**config.mk**
```make
export PLATFORM = sky130hd
export DESIGN_NAME = uart_tx
export DESIGN_NICKNAME = d
export VERILOG_FILES = /design/src/rtl/uart_pkg.sv /design/src/rtl/uart_baud_tick.sv /design/src/rtl/uart_tx.sv
export SDC_FILE = /design/constraint.sdc
export NUM_CORES = 1
export LEC_CHECK = 0
export CAP_MARGIN = 20
export CORE_MARGIN = 4
export CORE_UTILIZATION = 45
export DETAILED_ROUTE_END_ITERATION = 8
export PLACE_DENSITY = 0.67
export SETUP_SLACK_MARGIN = 0.1
export SLEW_MARGIN = 20
export SYNTH_ARGS = -nofsm -noshare
export SYNTH_HDL_FRONTEND = slang
export SYNTH_SLANG_ARGS = --single-unit
```
**constraint.sdc**
```tcl
create_clock -name clk -period 1.8 [get_ports clk]
set_input_delay 0.45 -clock clk [delete_from_list [all_inputs] [get_ports clk]]
set_output_delay 0.45 -clock clk [all_outputs]
set_load 0.02 [all_outputs]
```
**src/rtl/uart_pkg.sv**
```systemverilog
// Shared UART definitions (line levels, frame width, FSM states), also used by the receive side.
package uart_pkg;

  localparam int unsigned DATA_W    = 8;
  localparam int unsigned BIT_IDX_W = 3;

  localparam logic LINE_START = 1'b0;
  localparam logic LINE_STOP  = 1'b1;

  typedef enum logic [2:0] {
    S_IDLE   = 3'd0,
    S_START  = 3'd1,
    S_DATA   = 3'd2,
    S_PARITY = 3'd3,
    S_STOP   = 3'd4
  } uart_state_e;

endpackage

```
**src/rtl/uart_baud_tick.sv**
```systemverilog
// Bit-period timer: counts 0..B-1 (B = 2*CLK_PER_HALF_BIT) and flags the last cycle of each bit.
module uart_baud_tick #(
  parameter int unsigned CLK_PER_HALF_BIT = 5208
) (
  input  logic clk,
  input  logic rst,
  input  logic clear,
  output logic tick
);

  localparam int unsigned BIT_CYC = 2 * CLK_PER_HALF_BIT;
  localparam int unsigned CNT_W   = (BIT_CYC > 1) ? $clog2(BIT_CYC) : 1;
  localparam logic [CNT_W-1:0] CNT_LAST = CNT_W'(BIT_CYC - 1);

  logic [CNT_W-1:0] cnt_q, cnt_d;
  logic             tick_q, tick_d;

  // tick is registered from the next count so it is high exactly while cnt_q == B-1
  always_comb begin
    cnt_d = cnt_q + CNT_W'(1);
    if (clear || (cnt_q == CNT_LAST)) begin
      cnt_d = '0;
    end
    tick_d = (cnt_d == CNT_LAST);
  end

  always_ff @(posedge clk) begin
    if (rst) begin
      cnt_q  <= '0;
      tick_q <= 1'b0;
    end else begin
      cnt_q  <= cnt_d;
      tick_q <= tick_d;
    end
  end

  assign tick = tick_q;

endmodule

```
**src/rtl/uart_tx.sv**
```systemverilog
// UART transmitter: start bit, 8 data bits LSB-first, optional even parity, STOP_BITS stop bits.
// Define UART_TX_PARITY_EN to insert the parity bit between data and stop.
module uart_tx
  import uart_pkg::*;
#(
  parameter int unsigned CLK_PER_HALF_BIT = 5208,
  parameter int unsigned STOP_BITS        = 1
) (
  input  logic              clk,
  input  logic              rst,
  input  logic [DATA_W-1:0] tx_data,
  input  logic              tx_valid,
  output logic              tx_ready,
  output logic              tx_done,
  output logic              txd
);

  if ((STOP_BITS != 1) && (STOP_BITS != 2)) begin : g_bad_stop_bits
    $error("uart_tx: STOP_BITS must be 1 or 2");
  end

  localparam logic [BIT_IDX_W-1:0] IDX_LAST  = BIT_IDX_W'(DATA_W - 1);
  localparam logic [BIT_IDX_W-1:0] STOP_LAST = BIT_IDX_W'(STOP_BITS - 1);

  uart_state_e           state_q, state_d;
  logic [DATA_W-1:0]     shreg_q, shreg_d;
  logic [BIT_IDX_W-1:0]  idx_q, idx_d;
  logic                  txd_q, txd_d;
  logic                  ready_q, ready_d;
  logic                  done_q, done_d;
  logic                  accept;
  logic                  bit_end;
`ifdef UART_TX_PARITY_EN
  logic                  parity_q, parity_d;
`endif

  assign accept = tx_valid & ready_q;

  uart_baud_tick #(
    .CLK_PER_HALF_BIT(CLK_PER_HALF_BIT)
  ) u_baud_tick (
    .clk  (clk),
    .rst  (rst),
    .clear(accept),
    .tick (bit_end)
  );

  // idx_q counts data bits in S_DATA and is reused to count stop bits in S_STOP
  always_comb begin
    state_d  = state_q;
    shreg_d  = shreg_q;
    idx_d    = idx_q;
    txd_d    = txd_q;
    done_d   = 1'b0;
`ifdef UART_TX_PARITY_EN
    parity_d = parity_q;
`endif
    unique case (state_q)
      S_IDLE: begin
        txd_d = LINE_STOP;
        if (accept) begin
          state_d  = S_START;
          shreg_d  = tx_data;
          idx_d    = '0;
          txd_d    = LINE_START;
`ifdef UART_TX_PARITY_EN
          parity_d = ^tx_data;
`endif
        end
      end
      S_START: begin
        if (bit_end) begin
          state_d = S_DATA;
          txd_d   = shreg_q[0];
        end
      end
      S_DATA: begin
        if (bit_end) begin
          if (idx_q == IDX_LAST) begin
            idx_d   = '0;
`ifdef UART_TX_PARITY_EN
            state_d = S_PARITY;
            txd_d   = parity_q;
`else
            state_d = S_STOP;
            txd_d   = LINE_STOP;
`endif
          end else begin
            shreg_d = shreg_q >> 1;
            txd_d   = shreg_q[1];
            idx_d   = idx_q + BIT_IDX_W'(1);
          end
        end
      end
`ifdef UART_TX_PARITY_EN
      S_PARITY: begin
        if (bit_end) begin
          state_d = S_STOP;
          txd_d   = LINE_STOP;
        end
      end
`endif
      S_STOP: begin
        if (bit_end) begin
          if (idx_q == STOP_LAST) begin
            state_d = S_IDLE;
            done_d  = 1'b1;
          end else begin
            idx_d = idx_q + BIT_IDX_W'(1);
          end
        end
      end
      default: begin
        state_d = S_IDLE;
        txd_d   = LINE_STOP;
      end
    endcase
    ready_d = (state_d == S_IDLE);
  end

  always_ff @(posedge clk) begin
    if (rst) begin
      state_q  <= S_IDLE;
      shreg_q  <= '0;
      idx_q    <= '0;
      txd_q    <= LINE_STOP;
      ready_q  <= 1'b1;
      done_q   <= 1'b0;
`ifdef UART_TX_PARITY_EN
      parity_q <= 1'b0;
`endif
    end else begin
      state_q  <= state_d;
      shreg_q  <= shreg_d;
      idx_q    <= idx_d;
      txd_q    <= txd_d;
      ready_q  <= ready_d;
      done_q   <= done_d;
`ifdef UART_TX_PARITY_EN
      parity_q <= parity_d;
`endif
    end
  end

  assign tx_ready = ready_q;
  assign tx_done  = done_q;
  assign txd      = txd_q;

endmodule

```
Word level (Yosys, flattened, before mapping)
Cells that the tools add are included.

storage, ports and cells
  register bits after elaboration = 32
  logic and storage cells = 59
  output and inout port bits = 3
  input bits = 11

operators by class
  muxes and demuxes = 24
  reduce and logical (&&, ||, !) cells = 10
  eq/ne operators = 12
  bitwise logic cells = 3
  add/sub/neg operators = 2

operators by type and width
  operator                 number
  $mux W3                  11
  $eq A14 B14 Y1 const B   2
  $mux W8                  3
  $pmux W8 S2              1
  $add A14 B1 Y14 const B  1
  $mux W14                 1
  $pmux W3 S4              1
  $logic_not A3 Y1         3
  $pmux W3 S3              1
  $ne A2 B1 Y1 const B     4
  $eq A3 B3 Y1 const B     2
  $mux W1                  5
  $reduce_and A5 Y1        1
  $ne A2 B2 Y1 const B     2
  $pmux W1 S4              1
  $reduce_and A4 Y1        1
  $add A3 B1 Y3 const B    1
  $eq A3 B1 Y1 const B     1
  $eq A3 B2 Y1 const B     1
  $reduce_and A3 Y1        1
  $reduce_bool A3 Y1       1
  $reduce_or A3 Y1         1
  $not A1 Y1               2
  $reduce_bool A2 Y1       1
  other kinds (2)          2

Logic depth before layout (Yosys ltp)
Gate-level depths: netlist of the first run.

  word-level depth = 5
  depth in mapped cells = 7
  mapped depth without buffers = 7

Cells and area by module
From an unflattened synthesis of the first run, not the netlist that was laid out.

unflattened totals
  cell total of the unflattened synthesis = 197
  area total of the unflattened synthesis = 1712.9 um^2

by module, submodules not included
  module          instances  area an instance (um^2)  cells each  seq. area each (um^2)
  uart_tx         1          918.4                    106         340.3
  uart_baud_tick  1          794.5                    91          300.3

Worst setup path before layout of the first run
OpenSTA, ideal clock, no wires.

  kind = reg2reg
  start point = reg u_baud_tick.cnt_q[0]
  end point = reg u_baud_tick.cnt_q[11]
  slack = 81 ps
  required time = 1672 ps
  arrival = 1592 ps
  clock period less this slack = 1719 ps
  buffers on the path = 1
  stages on the path, launching flop included = 7
  library setup time = 128 ps
  cell sequence = dfxtp_1 ha_1 and4_1 nand4_1 o21ai_0 clkbuf_1 nor2_1

on the way
  word-level cells in the longest chain between the ends = 3
  elaborated cells between the ends (all ways) = 4
  classes of those cells = 1 x add/sub; 1 x eq/ne; 1 x mux; 1 x reduce/logical

RTL lines
  element                                                                  line                  text
  from (decl)                                                              uart_baud_tick.sv:15  logic [CNT_W-1:0] cnt_q, cnt_d;
  from (signal assigned)                                                   uart_baud_tick.sv:32  cnt_q <= cnt_d;
  parallel branches: the longest is 2 deep, another holds $add A14 B1 Y14  -
  $mux W14 *                                                               uart_baud_tick.sv:21  if (clear || (cnt_q == CNT_LAST)) begin

Mark *: on every way between the ends.
A chain may end at the register's enable or synchronous reset.

Worst setup path in the final report of the first run
  start point = reg idx_q[0]
  end point = reg shreg_q[2]

on the way
  word-level cells in the longest chain between the ends = 3

RTL lines
  element                      line            text
  from (decl)                  uart_tx.sv:27   logic [BIT_IDX_W-1:0] idx_q, idx_d;
  from (signal assigned)       uart_tx.sv:135  idx_q <= idx_d;
  $eq A3 B3 Y1                 uart_tx.sv:79   if (idx_q == IDX_LAST) begin
  $ne A2 B2 Y1 (no line)       -
  $reduce_and A4 Y1 (no line)  -
  to (signal assigned)         uart_tx.sv:134  shreg_q <= shreg_d;
  to (decl)                    uart_tx.sv:26   logic [DATA_W-1:0] shreg_q, shreg_d;

No other way between the ends.

==> results of run 1 <==
==> critical path, delay by kind of cell (launching register included) <==
family / cells / cell delay (ns)
buffers and inverters: 2 / 0.31
flip-flops: 1 / 0.35
AND/OR/NAND/NOR: 1 / 0.21
adder cells (fa/ha/maj): 2 / 0.36
AO/OA/AOI/OAI: 2 / 0.26
==> final cells by class <==
type	instances	share of cell area
Tap cell	46	0.02991
Inverter	5	0.009753
Multi-Input combinational cell	131	0.4779
Clock buffer	6	0.02666
Timing Repair Buffer	25	0.1144
Sequential cell	32	0.3361
Clock inverter	2	0.005202
==> power by group through the flow <==
stage / Clock [uW] / Combinational [uW] / Sequential (uW)
after CTS: 444 / 146 / 750
after floorplan: 0 / 77.1 / 768
final: 430 / 168 / 753
after global routing: 471 / 186 / 757
after detailed placement: 0 / 140 / 766
after global placement: 0 / 136 / 765
==> per-layer routing <==
layer,vias to the layer above,wire length (um)
li1,667,-
met1,599,1541
met2,38,1441
met3,5,166
met4,0,42
met5,-,0
==> through the flow <==
step                      hold WS (ns)    util  setup slack (ns)  total power [uW]
after floorplan                 0.4374       -            0.1064             845.4
after global placement          0.4525  0.5253          -0.09581             900.4
after detailed placement        0.4732  0.5253           -0.1164             905.6
after CTS                       0.4898  0.5489            0.1017              1340
after global routing            0.4932  0.5767           0.06676              1413
final                           0.4889  0.5767            0.1718              1351
==> synthesized netlist by cell type, types with 5 or more instances <==
cell type,instances
a211oi_1,8
a21oi_1,8
clkbuf_1,5
dfxtp_1,32
mux2i_1,7
nand2_1,12
nand3_1,6
nor2_1,24
xnor2_1,8
xor2_1,7
==> flip-flops by register name, summed over array words and instances, names as in the netlist <==
| name | count |
|---|---|
| u_baud_tick.cnt_q | 14 |
| shreg_q | 8 |
| idx_q | 3 |
| state_q | 3 |
| tx_done | 1 |
| tx_ready | 1 |
| txd | 1 |
| u_baud_tick.tick | 1 |
==> worst max path at each step <==
stage	startpoint	end	slack [ns]	depth (start not counted)
6_report	idx_q[0]	shreg_q[2]	0.17	7
5_1_grt	u_baud_tick.cnt_q[1]	u_baud_tick.tick	0.07	6
4_1_cts	u_baud_tick.cnt_q[1]	u_baud_tick.tick	0.10	6
3_5_place_dp	tx_valid	idx_q[1]	-0.12	6
3_3_place_gp	tx_valid	idx_q[1]	-0.1	6
2_1_floorplan	idx_q[0]	shreg_q[5]	0.11	7
==> logic make-up after synthesis <==
group,Yosys count,synth area share
AO/OA/AOI/OAI,29,0.1220
XOR/XNOR,15,0.08427
adder cells (fa/ha/maj),4,0.03210
buffers and inverters,14,0.04654
flip-flops,32,0.4109
multiplexers,8,0.05217
AND/OR/NAND/NOR,75,0.2520
==> what timing repair did <==
action / in CTS / in global routing
endpoints found under the setup margin: 5 / 11
cloned: 0 / 1
resized for setup: 5 / 21
buffers inserted: 2 / 1
pin swaps: 0 / 5
hold endpoints to repair: 0 / 0
==> impl_results.md, run 1 <==
* Outcome: finished, final reports clean
* Slowest stage cell, crit path: dfxtp_2
* Area grow syn2layout at 23.44%
* #FFs+latches synth at 32
* Largest net degree at the start of global routing at 17
* RR Endpoint: shreg_q[2]
* Core area at 3337 um^2
* Post-synth ARST share at 0
* First-pass GRT wire length at 5478 um
* Crit path DAT at 1.85 ns
* Clk Latency, worst-skew pair at 0.33 ns
* Synthesized area at 1559 um^2
* Clk root buf: clkbuf_4
* Most common cell after layout, fill and taps aside: dfxtp_1
* Multi-input gate area at 919.6 um^2
* Crit path required time at 2.02 ns
* Comb pwr share at 0.124
* Post-synth top area cell: dfxtp_1
* Max H-tree Level at 2
* R2r setup slk at 0.17 ns
* Fmax at 614.2 MHz
* Critical Path End Type: register
* Fin. max-slew vios at 0
* Sequential power share at 0.557
* GR Util met3 at 0.05228
* Final Hold Vio Count at 0
* CP Class: register to register
* Crit-path max cell delay at 0.35 ns
* Quantity of hold-fixing buffers added after cts at 0
* CTS tree: done
* Placed instance area at 1753 um^2
* Remaining DRCs at 0
* DRT Wirelength at 3191 um
* Placer congestion estimate at 0.8221
* Cell mode on critical path: buf_4
* CTS Buffer Depth at 2
* Final Cell Area at 1924 um^2
* Worst-path clk slew at 0.11 ns
* Mapped Nets at 192
* Die W at 66.86 um
* Met2 usage at 0.2710
* FF+latch area at 646.9 um^2
* CP Launch Type: register
* CP max FO at 7
* Antenna Cells at 0
* GRT Total Usage at 0.1599
* Sw Share at 0.2550
* Layout cells sized above 1 at 0.1940
* Post-synth EDFFs at 0
* Port Buffer Count at 13
* Number of nets in the layout at 215
* Final period utilization at 0.9045
* Max VDD drop at 0.0004088 V
* Syn Area/Cell at 8.808 um^2
* Grt total ovfl at 0
* Reg2Reg Depth at 7
* DP Cell Count at 235
* Row cnt at 21
* Seq/Total Area, Yosys at 0.4109
* Dpl hpwl at 2169 um
* Cts bufs inserted at 5
* Worst Skew at 0.01377 ns
* Wire per inst at 12.92 um
* Static Leak at 0.0007218 uW
* Worst hold path class: register to register
* Non-Filler Instances at 247
* Initial antenna violation count at 0
* Worst Hold Path EP: idx_q[0]
* Fillers at 313
* Relative slew slack at 0.7780
* Crit path cell chain: ha_2 > ha_4 > o21a_1 > nor3_4 > buf_4 > buf_4 > a211oi_1
* Yosys cell types at 39
* Antenna-violating nets left at 0
* Net Sw Power at 344.5 uW
* Pre-Repair DR Iteration Count at 5
* Clock sink total at 32
* Worst-Margin Slew at 0.3299 ns
* 1st-iter DRT viols at 137
* Commonest cells after routing, fill and taps aside: 27 x dfxtp_1, 24 x nor2_1, 12 x nand2_1
* Power Dens Cells at 702.2 nW/um^2
* Routing usage on met1 at 0.1916
* RSZ-0062 raised after global routing: yes
* WHS Path Cells at 2
* DR vias/cell at 5.300
* Cells after Synth at 177
* Number of global-route vias before repair at 1258
* Internal cell power at 1007 uW
* Maxcap violations at 0
* Top FF cell, synth: dfxtp_1
* Synth area leaders: dfxtp_1 41%, nor2_1 5.8%, mux2i_1 4.5%, xnor2_1 4.5%, xor2_1 3.9%
* R2r startpoint: idx_q[0]
* Synth Warn # at 0
* TNS Setup at 0 ns
* Post-synth top area share at 0.4109
* Worst hold start: idx_q[0]
* Die Ht at 66.86 um
* Final Setup Violations at 0
* Busiest grt layer: met2
* Routed vias at 1309
* Initial Utilization at 0.4672
* Tmin final at 1.628 ns
* Die area at 4470 um^2
* Clock share of power at 0.318
* # IOs at 14
No activity file was read; power rests on OpenSTA's default activity.
==> inputs of run 2 (changes only) <==
--- a/config.mk
+++ b/config.mk
@@ -5,6 +5,7 @@
 export SDC_FILE = /design/constraint.sdc
 export NUM_CORES = 1
 export LEC_CHECK = 0
+export ABC_CLOCK_PERIOD_IN_PS = 1800
 export CAP_MARGIN = 20
 export CORE_MARGIN = 4
 export CORE_UTILIZATION = 45
==> results of run 2 <==
No change in the layout: final DEF, timing and power equal those of run 1.
